`src/rtl/riscv_pkg.sv`:
```
// Shared RISC-V front-end constants.
package riscv_pkg;

    localparam logic [31:0] RESET_PC_DEFAULT = 32'h0000_0000;
    localparam logic [31:0] NOP_INST         = 32'h0000_0013;
    localparam int          INST_W           = 32;

endpackage

```
`src/rtl/inst_fetch_if.sv`:
```
// Fetch-unit bundle: memory request/response, redirect and decoded-side output stream.
interface inst_fetch_if #(parameter int XLEN = 32);

    logic            mem_req;
    logic [XLEN-1:0] mem_addr;
    logic            mem_gnt;
    logic            mem_rvalid;
    logic [31:0]     mem_rdata;
    logic            redirect;
    logic [XLEN-1:0] redirect_pc;
    logic            out_valid;
    logic [31:0]     out_inst;
    logic [XLEN-1:0] out_pc;
    logic            out_ready;

    modport master (
        output mem_req, mem_addr, out_valid, out_inst, out_pc,
        input  mem_gnt, mem_rvalid, mem_rdata, redirect, redirect_pc, out_ready
    );

    modport slave (
        input  mem_req, mem_addr, out_valid, out_inst, out_pc,
        output mem_gnt, mem_rvalid, mem_rdata, redirect, redirect_pc, out_ready
    );

endinterface

```
`src/rtl/inst_fetch_fifo.sv`:
```
// Prefetch FIFO holding {pc, inst} entries; flush empties it at the next edge.
module fetch_fifo #(
    parameter int DEPTH = 4,
    parameter int WIDTH = 64,
    localparam int CW   = $clog2(DEPTH + 1)
) (
    input  logic             clk,
    input  logic             rst_n,
    input  logic             flush,
    input  logic             push,
    input  logic [WIDTH-1:0] push_data,
    input  logic             pop,
    output logic [WIDTH-1:0] head_data,
    output logic             empty,
    output logic [CW-1:0]    count
);

    localparam int AW = (DEPTH > 1) ? $clog2(DEPTH) : 1;

    logic [WIDTH-1:0] mem [DEPTH];
    logic [AW-1:0]    wr_ptr, rd_ptr;
    logic             full, do_push, do_pop;

    assign empty   = (count == '0);
    assign full    = (count == CW'(DEPTH));
    assign do_pop  = pop && !empty;
    // A full FIFO still takes a push when the head leaves in the same cycle.
    assign do_push = push && (!full || do_pop);

    always_ff @(posedge clk or negedge rst_n) begin
        if (!rst_n) begin
            wr_ptr <= '0;
            rd_ptr <= '0;
            count  <= '0;
        end else if (flush) begin
            wr_ptr <= '0;
            rd_ptr <= '0;
            count  <= '0;
        end else begin
            if (do_push) wr_ptr <= wr_ptr + AW'(1);
            if (do_pop)  rd_ptr <= rd_ptr + AW'(1);
            count <= count + CW'(do_push) - CW'(do_pop);
        end
    end

    always_ff @(posedge clk) begin
        if (do_push) mem[wr_ptr] <= push_data;
    end

    assign head_data = mem[rd_ptr];

endmodule

```
`src/rtl/inst_fetch.sv`:
```
// Instruction fetch: sequential prefetch into a small FIFO, with redirect and stale-response discard.
module inst_fetch
    import riscv_pkg::*;
#(
    parameter int              XLEN     = 32,
    parameter int              DEPTH    = 4,
    parameter logic [XLEN-1:0] RESET_PC = XLEN'(RESET_PC_DEFAULT)
) (
    input  logic          clk,
    input  logic          rst_n,
    inst_fetch_if.master  bus
);

    localparam int CW = $clog2(DEPTH + 1);
    localparam int DW = CW + 2;
    localparam int EW = XLEN + INST_W;

    logic            run;
    logic [XLEN-1:0] fetch_pc, rsp_pc, redir_pc;
    logic [CW-1:0]   outstanding, fifo_count;
    logic [DW-1:0]   discard;
    logic            grant, rsp_live, rsp_stale, fifo_empty, pop;
    logic [EW-1:0]   head;

    assign redir_pc  = {bus.redirect_pc[XLEN-1:2], 2'b00};
    assign grant     = bus.mem_req && bus.mem_gnt;
    assign rsp_stale = bus.mem_rvalid && (discard != '0);
    assign rsp_live  = bus.mem_rvalid && (discard == '0);
    assign pop       = bus.out_valid && bus.out_ready;

    // run holds requests off until the first edge after reset release.
    assign bus.mem_req  = run && !bus.redirect &&
                          ((int'(outstanding) + int'(fifo_count)) < DEPTH);
    assign bus.mem_addr = fetch_pc;

    always_ff @(posedge clk or negedge rst_n) begin
        if (!rst_n) begin
            run         <= 1'b0;
            fetch_pc    <= RESET_PC;
            rsp_pc      <= RESET_PC;
            outstanding <= '0;
            discard     <= '0;
        end else begin
            run <= 1'b1;
            if (bus.redirect) begin
                fetch_pc    <= redir_pc;
                rsp_pc      <= redir_pc;
                outstanding <= '0;
                // Everything still in flight becomes stale, including a response landing now.
                discard     <= discard - DW'(rsp_stale) + DW'(outstanding)
                               - DW'(rsp_live) + DW'(grant);
            end else begin
                if (grant)    fetch_pc <= fetch_pc + XLEN'(4);
                if (rsp_live) rsp_pc   <= rsp_pc + XLEN'(4);
                outstanding <= outstanding + CW'(grant) - CW'(rsp_live);
                discard     <= discard - DW'(rsp_stale);
            end
        end
    end

    // Responses return in order, so the PC of each live response is just the running rsp_pc.
    fetch_fifo #(
        .DEPTH (DEPTH),
        .WIDTH (EW)
    ) u_fifo (
        .clk       (clk),
        .rst_n     (rst_n),
        .flush     (bus.redirect),
        .push      (rsp_live && !bus.redirect),
        .push_data ({rsp_pc, bus.mem_rdata}),
        .pop       (pop),
        .head_data (head),
        .empty     (fifo_empty),
        .count     (fifo_count)
    );

    assign bus.out_valid = !fifo_empty;
    assign bus.out_inst  = bus.out_valid ? head[INST_W-1:0] : '0;
    assign bus.out_pc    = bus.out_valid ? head[EW-1:INST_W] : '0;

endmodule

```
`src/flat_wrapper.sv`:
```
// flat-port wrapper written by rule: the top's interface ports become plain ports
module inst_fetch_flat import riscv_pkg::*;
#(
    parameter int              XLEN     = 32,
    parameter int              DEPTH    = 4,
    parameter logic [XLEN-1:0] RESET_PC = XLEN'(RESET_PC_DEFAULT)
)
  (clk, rst_n, bus_mem_req, bus_mem_addr, bus_out_valid, bus_out_inst, bus_out_pc, bus_mem_gnt, bus_mem_rvalid, bus_mem_rdata, bus_redirect, bus_redirect_pc, bus_out_ready);
  inst_fetch_if #(.XLEN(XLEN)) bus_i ();
  input  logic clk;
  input  logic rst_n;
  output wire logic [$bits(bus_i.mem_req)-1:0] bus_mem_req;
  output wire logic [$bits(bus_i.mem_addr)-1:0] bus_mem_addr;
  output wire logic [$bits(bus_i.out_valid)-1:0] bus_out_valid;
  output wire logic [$bits(bus_i.out_inst)-1:0] bus_out_inst;
  output wire logic [$bits(bus_i.out_pc)-1:0] bus_out_pc;
  input wire logic [$bits(bus_i.mem_gnt)-1:0] bus_mem_gnt;
  input wire logic [$bits(bus_i.mem_rvalid)-1:0] bus_mem_rvalid;
  input wire logic [$bits(bus_i.mem_rdata)-1:0] bus_mem_rdata;
  input wire logic [$bits(bus_i.redirect)-1:0] bus_redirect;
  input wire logic [$bits(bus_i.redirect_pc)-1:0] bus_redirect_pc;
  input wire logic [$bits(bus_i.out_ready)-1:0] bus_out_ready;
  assign bus_mem_req = bus_i.mem_req;
  assign bus_mem_addr = bus_i.mem_addr;
  assign bus_out_valid = bus_i.out_valid;
  assign bus_out_inst = bus_i.out_inst;
  assign bus_out_pc = bus_i.out_pc;
  assign bus_i.mem_gnt = bus_mem_gnt;
  assign bus_i.mem_rvalid = bus_mem_rvalid;
  assign bus_i.mem_rdata = bus_mem_rdata;
  assign bus_i.redirect = bus_redirect;
  assign bus_i.redirect_pc = bus_redirect_pc;
  assign bus_i.out_ready = bus_out_ready;
  inst_fetch #(.XLEN(XLEN), .DEPTH(DEPTH), .RESET_PC(RESET_PC)) u_core (.clk(clk), .rst_n(rst_n), .bus(bus_i));
endmodule
```
`config.mk`:
```
export PLATFORM = sky130hd
export DESIGN_NAME = inst_fetch_flat
export DESIGN_NICKNAME = d
export VERILOG_FILES = /design/src/rtl/riscv_pkg.sv /design/src/rtl/inst_fetch_if.sv /design/src/rtl/inst_fetch_fifo.sv /design/src/rtl/inst_fetch.sv /design/src/flat_wrapper.sv
export SDC_FILE = /design/constraint.sdc
export NUM_CORES = 1
export LEC_CHECK = 0
export CORE_MARGIN = 8
export CORE_UTILIZATION = 34
export DETAILED_ROUTE_END_ITERATION = 6
export HOLD_SLACK_MARGIN = 0.02
export PLACE_DENSITY = 0.59
export RECOVER_POWER = 100
export SLEW_MARGIN = 10
export SYNTH_ARGS = -nofsm -noshare
export SYNTH_HDL_FRONTEND = slang
export SYNTH_SLANG_ARGS = --single-unit
```
`constraint.sdc`:
```
create_clock -name clk -period 4.3 [get_ports clk]
set_input_delay 0.86 -clock clk [delete_from_list [all_inputs] [get_ports clk]]
set_output_delay 0.86 -clock clk [all_outputs]
set_load 0.05 [all_outputs]
```
# [Word-level counts from Yosys, hierarchy flattened]
# Memory sizes are Yosys's and may differ from the RTL's.
# Index checks and enable logic that the tools add are counted.
[totals] register_bits=80 mem_count=1 elab_cells=59 out_inout_bits=98 ramBits=256 input_bits=70
[classes] magnitude_cmp=1 n_reduce_logical=20 n_eq_ne=1 muxes=15 n_addsub=13
[mem_list] memory="u_core.u_fifo.mem" depth=4 width=64 read_ports=1 rd_clocked_by_memory_dff=0 write_ports=1 line="inst_fetch_fifo.sv:20" source="logic [WIDTH-1:0] mem [DEPTH];"
[op_table] op="$mux 32" count=6
[op_table] op="$add 32x3->32 const B" count=2
[op_table] op="$lt 32x4->1 const B" count=1
[op_table] op="$sub 5x1->5" count=2
[op_table] op="$logic_and 1x1->1" count=9
[op_table] op="$mux 2" count=4
[op_table] op="$reduce_bool 2->1" count=4
[op_table] op="$add 3x1->3" count=2
[op_table] op="$mux 3" count=2
[op_table] op="$sub 3x1->3" count=2
[op_table] op="$add 5x1->5" count=1
[op_table] op="$add 5x3->5" count=1
[op_table] op="$logic_not 5->1" count=1
[op_table] op="$mux 5" count=1
[op_table] op="$reduce_bool 5->1" count=1
[op_table] op="$add 2x1->2 const B" count=2
[op_table] op="$add 3x3->4" count=1
[op_table] op="$eq 3x3->1 const B" count=1
[op_table] op="$logic_not 1->1" count=3
[op_table] op="$logic_not 3->1" count=1
[op_table] op="$mux 1" count=2
[op_table] op="$logic_or 1x1->1" count=1

# [Longest topological paths before layout]
# Gate-level depths: netlist of run 1.
[logic_depth] ltp_word=9 ltp_mapped=14 mapped_depth_nobuf=13

# [By module]
# A second synthesis of run 1 with hierarchy kept.
[unflattened] cells_unflattened=925 area_unflattened_um2=14347.5
[by_module_without_submodules] mod="fetch_fifo" area_each_um2=9681.8 cells_per_inst=381 instances=1 seq_area_each_um2=7862.5
[by_module_without_submodules] mod="inst_fetch" area_each_um2=4665.7 cells_per_inst=544 instances=1 seq_area_each_um2=1726.7

# [Least setup slack after synthesis of run 1]
# Ideal clock, no wire load.
[synth_path] kind="in2reg" start="in bus_redirect" end="mem u_core.u_fifo.mem[0][0] (enable)" arrival_ps=3058 setup_ps=426 cell_stages=3 required_ps=3874 setup_slack_ps=816 n_path_buf=1 cell_sequence="buf_2 > nor3_1 > and2_1"
[synth_via] elab_chain_cells=5
[synth_lines] item="start, declared" line="flat_wrapper.sv:20" source="input wire logic [$bits(bus_i.redirect)-1:0] bus_redirect;"
[synth_lines] item="$logic_not 1->1" line="inst_fetch.sv:69" source=".push (rsp_live && !bus.redirect),"
[synth_lines] item="$logic_and 1x1->1" line="inst_fetch.sv:69"
[synth_lines] item="$logic_and 1x1->1" line="inst_fetch_fifo.sv:28" source="assign do_push = push && (!full || do_pop);"
[synth_lines] item="$mux 1" line="inst_fetch_fifo.sv:47" source="if (do_push) mem[wr_ptr] <= push_data;"
[synth_lines] item="$mux 1 (implied by the code)" line="inst_fetch_fifo.sv:47"
[synth_lines] item="end, declared" line="inst_fetch_fifo.sv:20"
# No other way between the ends.

# [Final worst setup path of run 1]
[layout_path] start="reg u_core.u_fifo.rd_ptr[0]" end="out bus_out_pc[3]"
[layout_via] elab_chain_cells=2
[layout_lines] item="start, declared" line="inst_fetch_fifo.sv:21" source="logic [AW-1:0] wr_ptr, rd_ptr;"
[layout_lines] item="start signal, assigned" line="inst_fetch_fifo.sv:41" source="if (do_pop) rd_ptr <= rd_ptr + AW'(1);"
[layout_lines] item="$mem_v2 4x64"
[layout_lines] item="$mux 32" line="inst_fetch.sv:79" source="assign bus.out_pc = bus.out_valid ? head[EW-1:INST_W] : '0;"
[layout_lines] item="end, declared" line="flat_wrapper.sv:16" source="output wire logic [$bits(bus_i.out_pc)-1:0] bus_out_pc;"
# No other way between the ends.

==> metrics.yaml, run 1 <==
power_and_ir_drop:
  p_sw_share_pct: 35.9
  comb_power_share_pct: 34.7
  powerDensity_mw_per_mm2: 596
  internal_power_w: 0.00658
  pwr-share-seq_pct: 36.6
  pwr-share-clk_pct: 28.7
  leakagePower_nw: 6.05
  p_sw_w: 0.00369
  max-vdd-ir-drop_mv: 0.260
synthesis:
  synth_fa_ha_area_share_pct: 2.30
  synth_top_family_by_area: "simple AND/OR/NAND/NOR gates"
  synthArstFlopShare_pct: 23.5
  synth_xor_area_share_pct: 2.72
  netlist_area_mm2: 0.0138
  ys_types: 56
  synth_seq_cells: 324
  synth_ff_type: "edfxtp_1"
  yosysWarnings: 0
  synth_edf_count: 248
  muxShareOfSynthArea_pct: 10.6
  synthSimpleGateAreaFrac_pct: 10.7
  synthCells: 889
  yosysSeqAreaShare_pct: 67.5
  syn_area_per_cell_um2: 15.6
  synth-compound-area-share_pct: 4.05
worst_hold_path:
  hold_end: "u_core.u_fifo.mem[2][48]$_DFFE_PP_"
  min-delay-start: "u_core.rsp_pc[16]$_DFFE_PN0N_"
  hp-class: "reg -> reg"
  hold_depth: 0
drt:
  drc: 0
  post_drt_wl_per_cell_um: 19.7
  via_count: 8120
  postRouteAntennaNets: 0
  drt_iter0_drc: 535
  drt-total-wl_um: 32000
  vias_per_cell: 4.99
  first_pass_iters: 5
final_layout:
  diodes: 0
  area_delta_synth_final_pct: 24.4
  final_cell_mix: "248 x edfxtp_1, 125 x dlygate4sd3_1, 74 x dfrtp_1"
  register_area_mm2: 0.00936
  finalNetCount: 1161
  multi_input_area_mm2: 0.00421
  num-fill-cells: 3727
  final_common_cell: "edfxtp_1"
  drive_gt1_share_pct: 13.3
  final_design_area_no_fill_mm2: 0.0172
critical_path:
  reg2reg_from: "u_core.u_fifo.count[1]$_DFF_PN0_"
  cp-start-kind: "register"
  r2r_setup_slack_ns: 0.49
  ff2ff_path_depth: 10
  crit_required_ns: 3.44
  path_cells: "buf_4 > mux4_2 > and2_1 > dlygate4sd3_1"
  slowest_stage: "dlygate4sd3_1"
  end_kind: "output pin"
  crit_type: "reg -> out"
  crit_family: "buffers and inverters"
  critPathMaxFanout: 19
  worst-path-buf-inv: 2
  slowest_delay_ns: 0.76
  rr_endpoint: "u_core.outstanding[2]$_DFF_PN0_"
  cp.arrival_ns: 3.06
clocking:
  cts_tree: "done"
  cts_buffers: 37
  insertion_delay_ns: 0.52
  cts-root-buf: "clkbuf_16"
  hold_buffers: 0
  clock-sinks: 324
  clock_path_buffers: 3
  postCtsSetupRepairBufs: 0
  clk_pin_slew_worst_paths_ns: 0.06
  ctsResizeCount: 0
  h-tree-depth: 2
placed_design:
  io_buffers: 161
  place_hpwl_um: 20700
  place_congestion: 0.799
  placed_area_mm2: 0.0162
global_route:
  grtUsageMet2_pct: 20.3
  grt-busiest-layer: "met2"
  use_met1_pct: 19.4
  groute.usage.overall_pct: 13.5
  grt_pass1_vias: 8576
  gr-usage-met3_pct: 3.48
  grt_max_degree: 77
  grt_overflow: 0
  grt_pass1_wl_um: 50600
  antenna_found_initial: 1
run:
  maxCapViolCount: 4
sta:
  hold_viol_final: 0
  slew_viol_final: 193
  fin_crit_ns: 3.92
  max_freq_mhz: 255
  rsz0062_at_grt: "no"
  final-setup-viol-count: 0
  slew_headroom_pct: -102
  finalCritPeriodShare_pct: 91.1
  worst_pin_slew_ns: 3.04
  tns_ns: 0
  fin_skew_ns: 0.0191
  fin_hold_ws_ns: 0.579
die:
  placeableCoreArea_mm2: 0.0406
  start_util_pct: 34.1
  io-pin-count: 168
  die_x_um: 218
  fp.dieH_um: 218
  num_rows: 74
  die_area_mm2: 0.0474
run_status:
  status: "complete, but fails checks"
  violations: "max-capacitance violations, max-slew violations"
-- cell families after synthesis --
| kind of cell | after synthesis |
|---|---|
| other cells | 2 |
| buf+inv | 71 |
| flops | 324 |
| compound gates | 89 |
| mux | 68 |
| simple gates | 269 |
| xor+xnor | 43 |
| fa+ha+maj | 23 |
-- synthesized netlist by cell type (all sizes together) (2+ instances only) --
cell type / n / area share (%)
nor3: 8 / 0.29
nand2: 62 / 1.7
or3: 4 / 0.18
conb: 2 / 0.054
nand2b: 3 / 0.14
nor4b: 2 / 0.17
a31oi: 5 / 0.23
mux2: 4 / 0.33
a21boi: 3 / 0.16
a21oi: 7 / 0.25
xnor2: 14 / 0.89
o311ai: 9 / 0.57
ha: 19 / 1.7
nor2: 26 / 0.70
xor2: 29 / 1.8
o31ai: 4 / 0.22
inv: 26 / 0.70
fa: 4 / 0.58
o211ai: 10 / 0.54
edfxtp: 248 / 54
a41oi: 2 / 0.13
o21ai: 40 / 1.4
a21o: 6 / 0.33
and4: 4 / 0.25
and3: 10 / 0.45
nand4: 28 / 1.3
mux2i: 2 / 0.14
clkbuf: 26 / 0.70
buf: 19 / 0.75
mux4: 62 / 10
nand3: 37 / 1.4
dfrtp: 76 / 14
or4: 3 / 0.19
nor2b: 4 / 0.18
and2: 70 / 3.2
nor4: 4 / 0.33
-- power by group through the flow --
stage,clock network (W),registers [W],logic [W]
2_1_floorplan,0,0.00381,0.00257
3_3_place_gp,0,0.00382,0.00375
3_5_place_dp,0,0.00383,0.00378
4_1_cts,0.00304,0.00376,0.00378
5_1_grt,0.00316,0.00379,0.00383
6_report,0.00295,0.00376,0.00357
-- worst reg2reg max path, delay by kind of cell (launching register included) --
family	cells	cell delay, ns
XOR/XNOR	2	0.32
adder cells (fa/ha/maj)	3	1.09
buffers and inverters	2	1.44
flip-flops	1	0.43
AND/OR/NAND/NOR	3	0.28
-- area by class of cell --
class                           count  share of cell area, %
Clock inverter                     20                  0.959
Inverter                           26                  0.567
Tap cell                          532                   3.87
Timing Repair Buffer              182                   10.2
Sequential cell                   324                   54.3
Multi-Input combinational cell    497                   24.4
Clock buffer                       46                   5.63
-- worst max-delay path by stage --
stage / start / end / slack (ns) / cells past startpoint
after global routing: bus_redirect / u_core.bus.mem_addr[12]$_DFFE_PN0N_ / 0.17 / 6
after detailed placement: bus_mem_rvalid / u_core.discard[4]$_DFF_PN0_ / 0.63 / 11
after global placement: bus_mem_rvalid / u_core.discard[4]$_DFF_PN0_ / 0.61 / 11
after CTS: u_core.u_fifo.rd_ptr[0]$_DFFE_PN0P_ / bus_out_pc[3] / 0.33 / 4
final: u_core.u_fifo.rd_ptr[0]$_DFFE_PN0P_ / bus_out_pc[3] / 0.38 / 4
after floorplan: bus_redirect / u_core.u_fifo.mem[0][0]$_DFFE_PP_ / 0.82 / 3
-- stage by stage --
step                      utilization [%]  worst slack, ns  cells  total power [W]
after CTS                            42.6            0.328   1627           0.0106
after global placement               39.8            0.611   1561          0.00758
after floorplan                         -            0.816    892          0.00637
after detailed placement             39.8            0.626   1561          0.00760
after global routing                 42.5            0.167   1627           0.0108
final                                42.5            0.381   1627           0.0103
-- sequential cells by signal (all words and copies together) (netlist names) --
signal                count
u_core.rsp_pc            30
u_core.u_fifo.mem       248
u_core.bus.mem_addr      30
u_core.discard            5
u_core.run                1
u_core.u_fifo.count       3
u_core.u_fifo.wr_ptr      2
u_core.u_fifo.rd_ptr      2
u_core.outstanding        3
-- per-layer routing --
layer / routed length, um / vias up
li1: - / 3738
met1: 15500 / 4130
met2: 14100 / 211
met3: 1920 / 41
met4: 539 / 0
met5: 0 / -
Note: power is estimated with default switching activity, not from simulation.
==> run 2, diff against run 1 <==
--- a/config.mk
+++ b/config.mk
@@ -8,6 +8,7 @@
 export CORE_MARGIN = 8
 export CORE_UTILIZATION = 34
 export DETAILED_ROUTE_END_ITERATION = 6
+export GPL_TIMING_DRIVEN = 0
 export HOLD_SLACK_MARGIN = 0.02
 export PLACE_DENSITY = 0.59
 export RECOVER_POWER = 100
==> metrics.yaml, run 2 (same netlist as run 1, synthesis figures left out) <==
placed_design:
  io_buffers: 160
  place_congestion: 0.855
  place_hpwl_um: 22800
  dp.cells: 1589
clocking:
  hold_buffers: 0
  cts_tree: "done"
  h-tree-depth: 2
  cts-root-buf: "clkbuf_16"
  clk_pin_slew_worst_paths_ns: 0.06
  clock_path_buffers: 3
  insertion_delay_ns: 0.52
  cts_buffers: 37
  clock-sinks: 324
sta:
  fin_hold_ws_ns: 0.579
  finalCritPeriodShare_pct: 96.1
  slew_viol_final: 145
  rsz0062_at_grt: "no"
  slew_headroom_pct: -14.5
  fin_skew_ns: 0.0140
  worst_pin_slew_ns: 1.72
  hold_viol_final: 0
  fin_crit_ns: 4.13
  final-setup-viol-count: 0
  max_freq_mhz: 242
  tns_ns: 0
die:
  die_x_um: 218
  num_rows: 74
  placeableCoreArea_mm2: 0.0406
  die_area_mm2: 0.0474
  io-pin-count: 168
  start_util_pct: 34.1
  fp.dieH_um: 218
drt:
  drt-total-wl_um: 33300
  post_drt_wl_per_cell_um: 20.2
  first_pass_iters: 5
  via_count: 8229
  postRouteAntennaNets: 0
  drt_iter0_drc: 570
  drc: 0
  vias_per_cell: 4.98
critical_path:
  cp.arrival_ns: 3.27
  rr_endpoint: "u_core.u_fifo.mem[3][1]$_DFFE_PP_"
  critPathMaxFanout: 10
  critical_path.startpoint: "u_core.u_fifo.rd_ptr[1]$_DFFE_PN0P_"
  crit_type: "reg -> out"
  end_kind: "output pin"
  ff2ff_path_depth: 5
  r2r_setup_slack_ns: 0.38
  cp-start-kind: "register"
  crit_required_ns: 3.44
  crit_path_end: "bus_out_inst[27]"
  reg2reg_from: "u_core.discard[4]$_DFF_PN0_"
final_layout:
  utilization_pct: 42.9
  top_register: "u_core.u_fifo.mem"
  largest_reg_flops: 248
  multi_input_area_mm2: 0.00420
  diodes: 0
  finalNetCount: 1187
  num-fill-cells: 3733
  register_area_mm2: 0.00935
  final_cell_mix: "248 x edfxtp_1, 83 x dlygate4sd3_1, 76 x clkdlybuf4s50_1, 76 x dfrtp_1"
  area_delta_synth_final_pct: 25.6
  drive_gt1_share_pct: 13.1
  layout.cells.non_filler: 1654
  final_common_cell: "edfxtp_1"
power_and_ir_drop:
  powerDensity_mw_per_mm2: 610
  leakagePower_nw: 6.01
  max-vdd-ir-drop_mv: 0.239
global_route:
  antenna_found_initial: 0
  grt_pass1_vias: 8539
  grt_overflow: 0
  grt_pass1_wl_um: 51900
  grt_max_degree: 51
  groute.usage.overall_pct: 14.2
run:
  maxCapViolCount: 5
run_status:
  violations: "max-capacitance violations, max-slew violations"
  status: "complete, but fails checks"
worst_hold_path:
  hp-class: "reg -> reg"
run 2: final cells by class:
class	count	share of cell area (%)
sequential	324	53.8
tap	532	3.83
inverter	26	0.561
buffer	43	1.09
timing repair buffer	165	9.51
multi-input combinational	497	24.2
clock buffer	46	5.88
clock inverter	21	1.19
run 2: per-stage QoR:
| stage | area (um^2) | setup slack (ns) | power (W) |
|---|---|---|---|
| 2_1_floorplan | 13900 | 0.816 | 0.00637 |
| 3_3_place_gp | 16100 | -1.19 | 0.00766 |
| 3_5_place_dp | 16200 | 0.427 | 0.00770 |
| 4_1_cts | 17500 | 0.00580 | 0.0109 |
| 5_1_grt | 17400 | 0.00154 | 0.0111 |
| 6_report | 17400 | 0.166 | 0.0106 |
run 2: how the worst min path moves through the flow:
| stage | from | end | slack (ns) | depth (start not counted) |
|---|---|---|---|---|
| floorplan | u_core.rsp_pc[31]$_DFFE_PN0N_ | u_core.u_fifo.mem[0][63]$_DFFE_PP_ | 0.49 | 0 |
| global placement | u_core.bus.mem_addr[16]$_DFFE_PN0N_ | u_core.bus.mem_addr[16]$_DFFE_PN0N_ | 0.53 | 1 |
| detailed placement | u_core.bus.mem_addr[16]$_DFFE_PN0N_ | u_core.bus.mem_addr[16]$_DFFE_PN0N_ | 0.53 | 1 |
| CTS | rst_n | u_core.discard[3]$_DFF_PN0_ | 0.26 | 1 |
| global route | u_core.bus.mem_addr[2]$_DFFE_PN0N_ | u_core.bus.mem_addr[2]$_DFFE_PN0N_ | 0.60 | 1 |
| finish | u_core.outstanding[2]$_DFF_PN0_ | u_core.outstanding[2]$_DFF_PN0_ | 0.58 | 2 |
run 2: repair_timing:
| item | 4_1_cts | 5_1_grt |
|---|---|---|
| buffers inserted | 0 | 0 |
| resized for setup | 0 | 1 |
| pin swaps | 0 | 0 |
| setup endpoints to repair | 40 | 14 |
| hold endpoints to repair | 0 | 0 |
run 2: worst max-delay path, cell delays in order, from the launching register on:
cell and delay, ns:
dfrtp_1 0.32, clkbuf_1 0.47, buf_1 0.66, mux4_2 0.33, and2_0 0.15, clkdlybuf4s50_1 0.82
run 2: power breakdown:
part | total, W | switching [W] | internal [W]
Clock | 0.00314 | 0.00126 | 0.00188
Combinational | 0.00377 | 0.00237 | 0.00139
Sequential | 0.00370 | 0.000182 | 0.00352
run 2: layer usage:
metal,global-route usage (%),routed length (um)
met4,3.52,571
met3,3.76,2310
met5,0,0
met1,19.7,15200
met2,21.9,15200
==> run 3, diff against run 2 <==
--- a/config.mk
+++ b/config.mk
@@ -8,6 +8,7 @@
 export CORE_MARGIN = 8
 export CORE_UTILIZATION = 34
 export DETAILED_ROUTE_END_ITERATION = 6
+export GPL_ROUTABILITY_DRIVEN = 0
 export GPL_TIMING_DRIVEN = 0
 export HOLD_SLACK_MARGIN = 0.02
 export PLACE_DENSITY = 0.59
==> results of run 3 <==
Final layout, timing and power as in run 2 (identical DEF).
